## src/rtl/fetch_unit.sv

```systemverilog
// -----------------------------------------------------------------------------
// fetch_unit
//
// Instruction fetch stage for a 16-bit instruction set with optional two-word
// instructions (bit 15 of the first word set means a 16-bit immediate follows
// in the next word). Produces the instruction-memory address and the
// sequential next PC combinationally. It also owns the IF/ID pipeline register.
//
// Parameters
//   IMEM_AW          instruction-memory word-address width (16-bit words)
//
// Configuration macro
//   FETCH_PERF_CNT_EN  when defined, adds perf_instr_cnt / perf_bubble_cnt
//
// Ports
//   clk              rising-edge clock
//   rst              asynchronous active-low reset
//   pc_in[31:0]      current PC from the PC mux
//   imem_rdata[15:0] combinational instruction-memory read data
//   stall            hold the IF/ID register and fetch state
//   flush            squash the fetch in progress (overrides stall)
//   imem_addr        instruction-memory word address (pc_in low bits)
//   next_pc[31:0]    pc_in + 1, fed back to the PC mux
//   pc_enable        PC mux update enable
//   id_valid         IF/ID register holds a complete instruction
//   id_instr[15:0]   instruction word (first word for two-word forms)
//   id_imm[15:0]     immediate word (zero for one-word instructions)
//   id_pc_plus[31:0] address following the last word of the instruction
//   dbg_state        fetch FSM state (0 = FETCH, 1 = IMM)
//   perf_instr_cnt   (optional) count of id_valid=1 loads
//   perf_bubble_cnt  (optional) count of unstalled edges loading id_valid=0
//
// Handshake: there is no backpressure handshake on the IF/ID register; stall
// freezes everything, and flush drops any partial or presented instruction.
// -----------------------------------------------------------------------------
module fetch_unit #(
  parameter int IMEM_AW = 20
) (
  input  logic               clk,
  input  logic               rst,
  input  logic [31:0]        pc_in,
  input  logic [15:0]        imem_rdata,
  input  logic               stall,
  input  logic               flush,
  output logic [IMEM_AW-1:0] imem_addr,
  output logic [31:0]        next_pc,
  output logic               pc_enable,
  output logic               id_valid,
  output logic [15:0]        id_instr,
  output logic [15:0]        id_imm,
  output logic [31:0]        id_pc_plus,
  output logic               dbg_state
`ifdef FETCH_PERF_CNT_EN
  ,
  output logic [31:0]        perf_instr_cnt,
  output logic [31:0]        perf_bubble_cnt
`endif
);

  typedef enum logic {
    S_FETCH = 1'b0,
    S_IMM   = 1'b1
  } state_t;

  state_t      r_state;
  logic [15:0] r_hold;
  logic        r_id_valid;
  logic [15:0] r_id_instr;
  logic [15:0] r_id_imm;
  logic [31:0] r_id_pc_plus;

  logic [31:0] w_pc_plus;
  logic        w_two_word;
  logic        w_advance;
  logic        w_load_valid;

  assign w_pc_plus  = pc_in + 32'd1;
  assign w_two_word = imem_rdata[15];
  assign w_advance  = ~stall & ~flush;
  // A complete instruction lands in IF/ID on this edge.
  assign w_load_valid = w_advance & ((r_state == S_IMM) | ~w_two_word);

  assign imem_addr = pc_in[IMEM_AW-1:0];
  assign next_pc   = w_pc_plus;
  // The PC keeps moving on the first word of a two-word instruction so the
  // immediate is fetched on the very next cycle.
  assign pc_enable = ~stall | flush;

  assign id_valid   = r_id_valid;
  assign id_instr   = r_id_instr;
  assign id_imm     = r_id_imm;
  assign id_pc_plus = r_id_pc_plus;
  assign dbg_state  = r_state;

  always_ff @(posedge clk or negedge rst) begin
    if (!rst) begin
      r_state      <= S_FETCH;
      r_hold       <= 16'd0;
      r_id_valid   <= 1'b0;
      r_id_instr   <= 16'd0;
      r_id_imm     <= 16'd0;
      r_id_pc_plus <= 32'd0;
    end else if (flush) begin
      // Payload fields are left alone; only validity and the partial
      // instruction are dropped.
      r_state    <= S_FETCH;
      r_hold     <= 16'd0;
      r_id_valid <= 1'b0;
    end else if (!stall) begin
      case (r_state)
        S_FETCH: begin
          if (w_two_word) begin
            r_hold     <= imem_rdata;
            r_id_valid <= 1'b0;
            r_state    <= S_IMM;
          end else begin
            r_id_instr   <= imem_rdata;
            r_id_imm     <= 16'd0;
            r_id_pc_plus <= w_pc_plus;
            r_id_valid   <= 1'b1;
            r_state      <= S_FETCH;
          end
        end
        S_IMM: begin
          r_id_instr   <= r_hold;
          r_id_imm     <= imem_rdata;
          r_id_pc_plus <= w_pc_plus;
          r_id_valid   <= 1'b1;
          r_state      <= S_FETCH;
        end
        default: begin
          r_state <= S_FETCH;
        end
      endcase
    end
  end

`ifdef FETCH_PERF_CNT_EN
  logic [31:0] r_perf_instr_cnt;
  logic [31:0] r_perf_bubble_cnt;
  logic        w_load_bubble;

  // Any unstalled edge that leaves id_valid low, flushes included.
  assign w_load_bubble = flush | (w_advance & ~w_load_valid);

  always_ff @(posedge clk or negedge rst) begin
    if (!rst) begin
      r_perf_instr_cnt  <= 32'd0;
      r_perf_bubble_cnt <= 32'd0;
    end else begin
      if (w_load_valid) begin
        r_perf_instr_cnt <= r_perf_instr_cnt + 32'd1;
      end
      if (w_load_bubble) begin
        r_perf_bubble_cnt <= r_perf_bubble_cnt + 32'd1;
      end
    end
  end

  assign perf_instr_cnt  = r_perf_instr_cnt;
  assign perf_bubble_cnt = r_perf_bubble_cnt;
`endif

endmodule

```

## config.mk

```make
export PLATFORM = sky130hd
export DESIGN_NAME = fetch_unit
export DESIGN_NICKNAME = d
export VERILOG_FILES = /design/src/rtl/fetch_unit.sv
export SDC_FILE = /design/constraint.sdc
export NUM_CORES = 1
export LEC_CHECK = 0
export ABC_AREA = 0
export CAP_MARGIN = 20
export CORE_ASPECT_RATIO = 1.1
export CORE_MARGIN = 2
export CORE_UTILIZATION = 38
export CTS_CLUSTER_DIAMETER = 30
export DETAILED_ROUTE_END_ITERATION = 10
export PLACE_DENSITY = 0.84
export SLEW_MARGIN = 5
export SYNTH_ARGS = -nofsm -noshare
export SYNTH_HDL_FRONTEND = slang
export SYNTH_SLANG_ARGS = --single-unit
```

## constraint.sdc

```tcl
create_clock -name clk -period 1.71 [get_ports clk]
set_input_delay 0.342 -clock clk [delete_from_list [all_inputs] [get_ports clk]]
set_output_delay 0.342 -clock clk [all_outputs]
set_load 0.01 [all_outputs]
```

# [After elaboration in Yosys (flattened, before gate mapping)]
# Cells that the tools add are included.
# Widths: inputs -> output; s select.
[totals] memories=0 out_inout_bits=119 latchBits=0 in_bits=52 wordCells=35 ff_bits=82 rom_bits=0 mem_bits_rw=0
[classes] mul=0 mux=18 n_bitwise=4 shift=0 reduce_logical=3 n_eq_ne=3 n_lt_le_gt_ge=0 n_div=0 add_sub_neg=1
[ops] op="$mux 16" n=6
[ops] op="$pmux 16 s2" n=2
[ops] op="$pmux 32 s2" n=1
[ops] op="$add 32x1->32 const B" n=1
[ops] op="$mux 32" n=1
[ops] op="$mux 1" n=6
[ops] op="$reduce_and 3->1" n=2
[ops] op="$ne 2x2->1 const B" n=2
[ops] op="$pmux 1 s2" n=2
[ops] op="$not 1->1" n=3
[ops] op="$ne 2x1->1 const B" n=1
[ops] op="$reduce_bool 2->1" n=1
[ops] op="$or 1x1->1" n=1

# [Logic depth before layout (Yosys ltp)]
[depth] depth_word=4 mapped_depth=7

# [Worst setup path after synthesis]
# Ideal clock, no wire load.
[synth_path] kind="input -> output" startpoint="in pc_in[0]" endpoint="out next_pc[22]" slack_ns=-0.078 stages=6 t_arrival_ns=1.446 path_buffers=1 cell_sequence="ha_1 and4_1 clkbuf_1 and3_1 nand3_1 xnor2_1"
[synth_between] elab_chain_len=1
[synth_lines] item="start: declaration" line="41" source="input logic [31:0] pc_in,"
[synth_lines] item="$add 32x1->32" line="77" source="assign w_pc_plus = pc_in + 32'd1;"
[synth_lines] item="end: declaration" line="46" source="output logic [31:0] next_pc,"
# No other way between the ends.

# [Worst setup path after layout]
[layout_path] startpoint="in pc_in[6]" endpoint="out next_pc[19]"
# Same word-level chain as after synthesis.

==> results.json <==
{
  "viasPerCell": 5.210,
  "min_period_ns": 2.022,
  "cts.sinks": 82,
  "cts_buffer_depth": 2,
  "layout_setup_ws_ns": -0.3116,
  "pwr-share-clk": 0.258,
  "switching_share": 0.2899,
  "fmax_mhz": 494.7,
  "antenna_left": 0,
  "port_buffers": 170,
  "power.switching_mw": 1.575,
  "dieArea_um2": 11140,
  "gp_congestion": 0.8540,
  "yosysWarnings": 0,
  "outcome": "finished, violations left",
  "coreArea_um2": 9937,
  "grt_max_degree": 83,
  "peakVddDrop_mv": 0.5448,
  "root_buffer": "clkbuf_8",
  "max-cap-violations": 0,
  "yosysSeqAreaShare": 0.5238,
  "fin_skew_ns": 0.006377,
  "setup-tns-final_ns": -4.064,
  "power_density_nw_per_um2": 807.5,
  "p_seq_frac": 0.437,
  "ys_types": 33,
  "power.total_mw": 5.433,
  "cts_made_buffers": 9,
  "worstReg2RegEnd": "id_pc_plus[5]$_DFFE_PN0P_",
  "synth-seq-cells": 82,
  "die_h_um": 110.5,
  "violations": "setup timing",
  "crit_required_ns": 1.37,
  "die_x_um": 100.8,
  "synthToLayoutAreaGrowth_pct": 71.73,
  "grt.overflow.total": 0,
  "relSlewSlack": 0.5661,
  "track_usage": 0.2152,
  "avgSynthCellArea_um2": 11.84,
  "final_max_slew_viol_count": 0,
  "end_kind": "primary output",
  "rsz0062_at_grt": "yes",
  "rows": 38,
  "io_pins": 171,
  "syn-num-nets": 384,
  "drtIter0Drc": 112,
  "grt_pass1_wl_um": 18980,
  "clk_pin_slew_worst_paths_ns": 0.09,
  "post-route-drc-count": 0,
  "wl_per_cell_um": 18.54,
  "power_frac_comb": 0.306,
  "period_share": 1.182,
  "p_leak_nw": 3.091,
  "cts_hold_buf": 0,
  "firstDrtPassIters": 4,
  "wl_um": 12780,
  "dp_hpwl_um": 8439,
  "min_path_type": "input port to async pin",
  "hold_violations": 0,
  "yosys.area.top_type": "dfrtp_1",
  "layout-drive-gt1-share": 0.3873,
  "r2r_start": "dbg_state$_DFFE_PN0P_",
  "synth_top_area_share": 0.5238,
  "start_util": 0.3942,
  "internal-power_mw": 3.858,
  "r2r_slack_ns": 0.14,
  "cp_data_arrival_time_ns": 1.68,
  "path_class": "input port to primary output",
  "routed-via-count": 3590,
  "worstMarginPinSlew_ns": 0.6502,
  "nets": 617,
  "synthTopCellsByArea": "dfrtp_1 52%, a22o_1 6.9%, xnor2_1 5.1%",
  "synthCells": 331,
  "clock_latency_ns": 0.36,
  "reg2regPathDepth": 5,
  "htree_num_levels": 3,
  "fin_util": 0.6770,
  "cp_max_fo": 5,
  "start_kind": "input port",
  "setup_viol": 23,
  "antenna_found_initial": 1,
  "whs_ns": 0.007447,
  "tritoncts": "built",
  "first_global_vias": 3716,
  "synth_area_um2": 3918
}
==> cells in the final DEF, fill, tap and decap left out, types with 15 or more instances in the layout <==
cell type / count
mux2_2: 15
buf_4: 75
a22o_1: 31
mux2_1: 16
dfrtp_1: 82
xnor2_2: 15
nand2_1: 22
dlygate4sd2_1: 15
o21ai_0: 16
buf_2: 32
clkdlybuf4s50_1: 106
mux2i_1: 15
buf_6: 16
==> worst max-delay path, cell delays in order <==
cell and delay [ns]:
buf_8 0.08, nand4_4 0.18, buf_12 0.18, nor4_4 0.17, buf_6 0.18, nand4_1 0.16, xnor2_2 0.22, buf_2 0.16
==> routing by layer <==
layer,wire length (um),vias up,GRT usage,part of all wire
li1,-,1631,-,-
met1,4948,1774,0.2457,0.39
met2,6724,158,0.3964,0.53
met3,781,27,0.03924,0.061
met4,322,0,0.06941,0.025
met5,0,-,0,0
==> Yosys cell counts, drive strengths merged <==
library cell / instances
buf: 23
nor3: 5
xor2: 7
o21ai: 16
inv: 3
ha: 1
nor4: 2
nand4b: 2
nand2: 30
nor2: 9
a21o: 1
nand2b: 1
nor2b: 1
dfrtp: 82
and3: 6
mux2: 31
mux2i: 15
clkbuf: 13
xnor2: 23
a22o: 31
and2: 1
nand3: 13
nand4: 10
and4: 3
o32a: 1
a31o: 1
==> kinds of logic (layout without fill, tap and decap cells) <==
kind of cell	after synthesis	in the layout	share of synthesized area
AOI/OAI and AO/OA	50	50	0.09646
xor gates and xnor gates	30	30	0.06707
adders and majority gates	1	1	0.003193
buffers and inverters	39	276	0.05717
DFF	82	82	0.5238
muxes	46	46	0.1274
other	0	1	0
and+or+nand+nor	83	83	0.1249
==> cell type report <==
type	instances	area, um2
Timing Repair Buffer	258	2311
Inverter	3	11.26
Sequential cell	82	2052
Tap cell	120	150.1
Clock buffer	11	131.4
Fill cell	719	3209
Antenna cell	1	2.502
Multi-Input combinational cell	210	2017
Clock inverter	4	52.55
==> power by group through the flow <==
stage,logic [mW],clock network [mW],registers [mW]
global route,1.77,1.50,2.40
finish,1.66,1.40,2.37
detailed placement,1.62,0,2.41
global placement,1.58,0,2.39
CTS,1.65,1.43,2.37
floorplan,0.436,0,2.52
==> worst max-delay path by stage <==
stage | start | end | slack (ns)
2_1_floorplan | pc_in[0] | id_pc_plus[22]$_DFFE_PN0P_ | 0.02
3_3_place_gp | pc_in[0] | next_pc[8] | -1.09
3_5_place_dp | pc_in[9] | next_pc[19] | -1.15
4_1_cts | pc_in[10] | next_pc[27] | -0.23
5_1_grt | pc_in[6] | next_pc[19] | -0.36
6_report | pc_in[6] | next_pc[19] | -0.31
==> sequential cells by signal, summed over array words and instances, names as in the netlist <==
register,count
id_instr,16
r_hold,16
id_pc_plus,32
id_imm,16
dbg_state,1
id_valid,1
==> repair_timing <==
action                                  CTS  global route
setup buffers                            18            10
gates resized for setup                 268            25
gates cloned                              1             0
endpoints found under the setup margin   89            29
pin swaps                                42            24
==> stage by stage <==
stage               area [um2]  cells  setup slack [ns]
detailed placement        6077    645            -1.148
finish                    6728    689           -0.3116
floorplan                 3929    331           0.01817
CTS                       6563    679           -0.2321
global placement          6077    645            -1.095
global route              6728    689           -0.3643
Note: power is estimated with default switching activity, not from simulation.
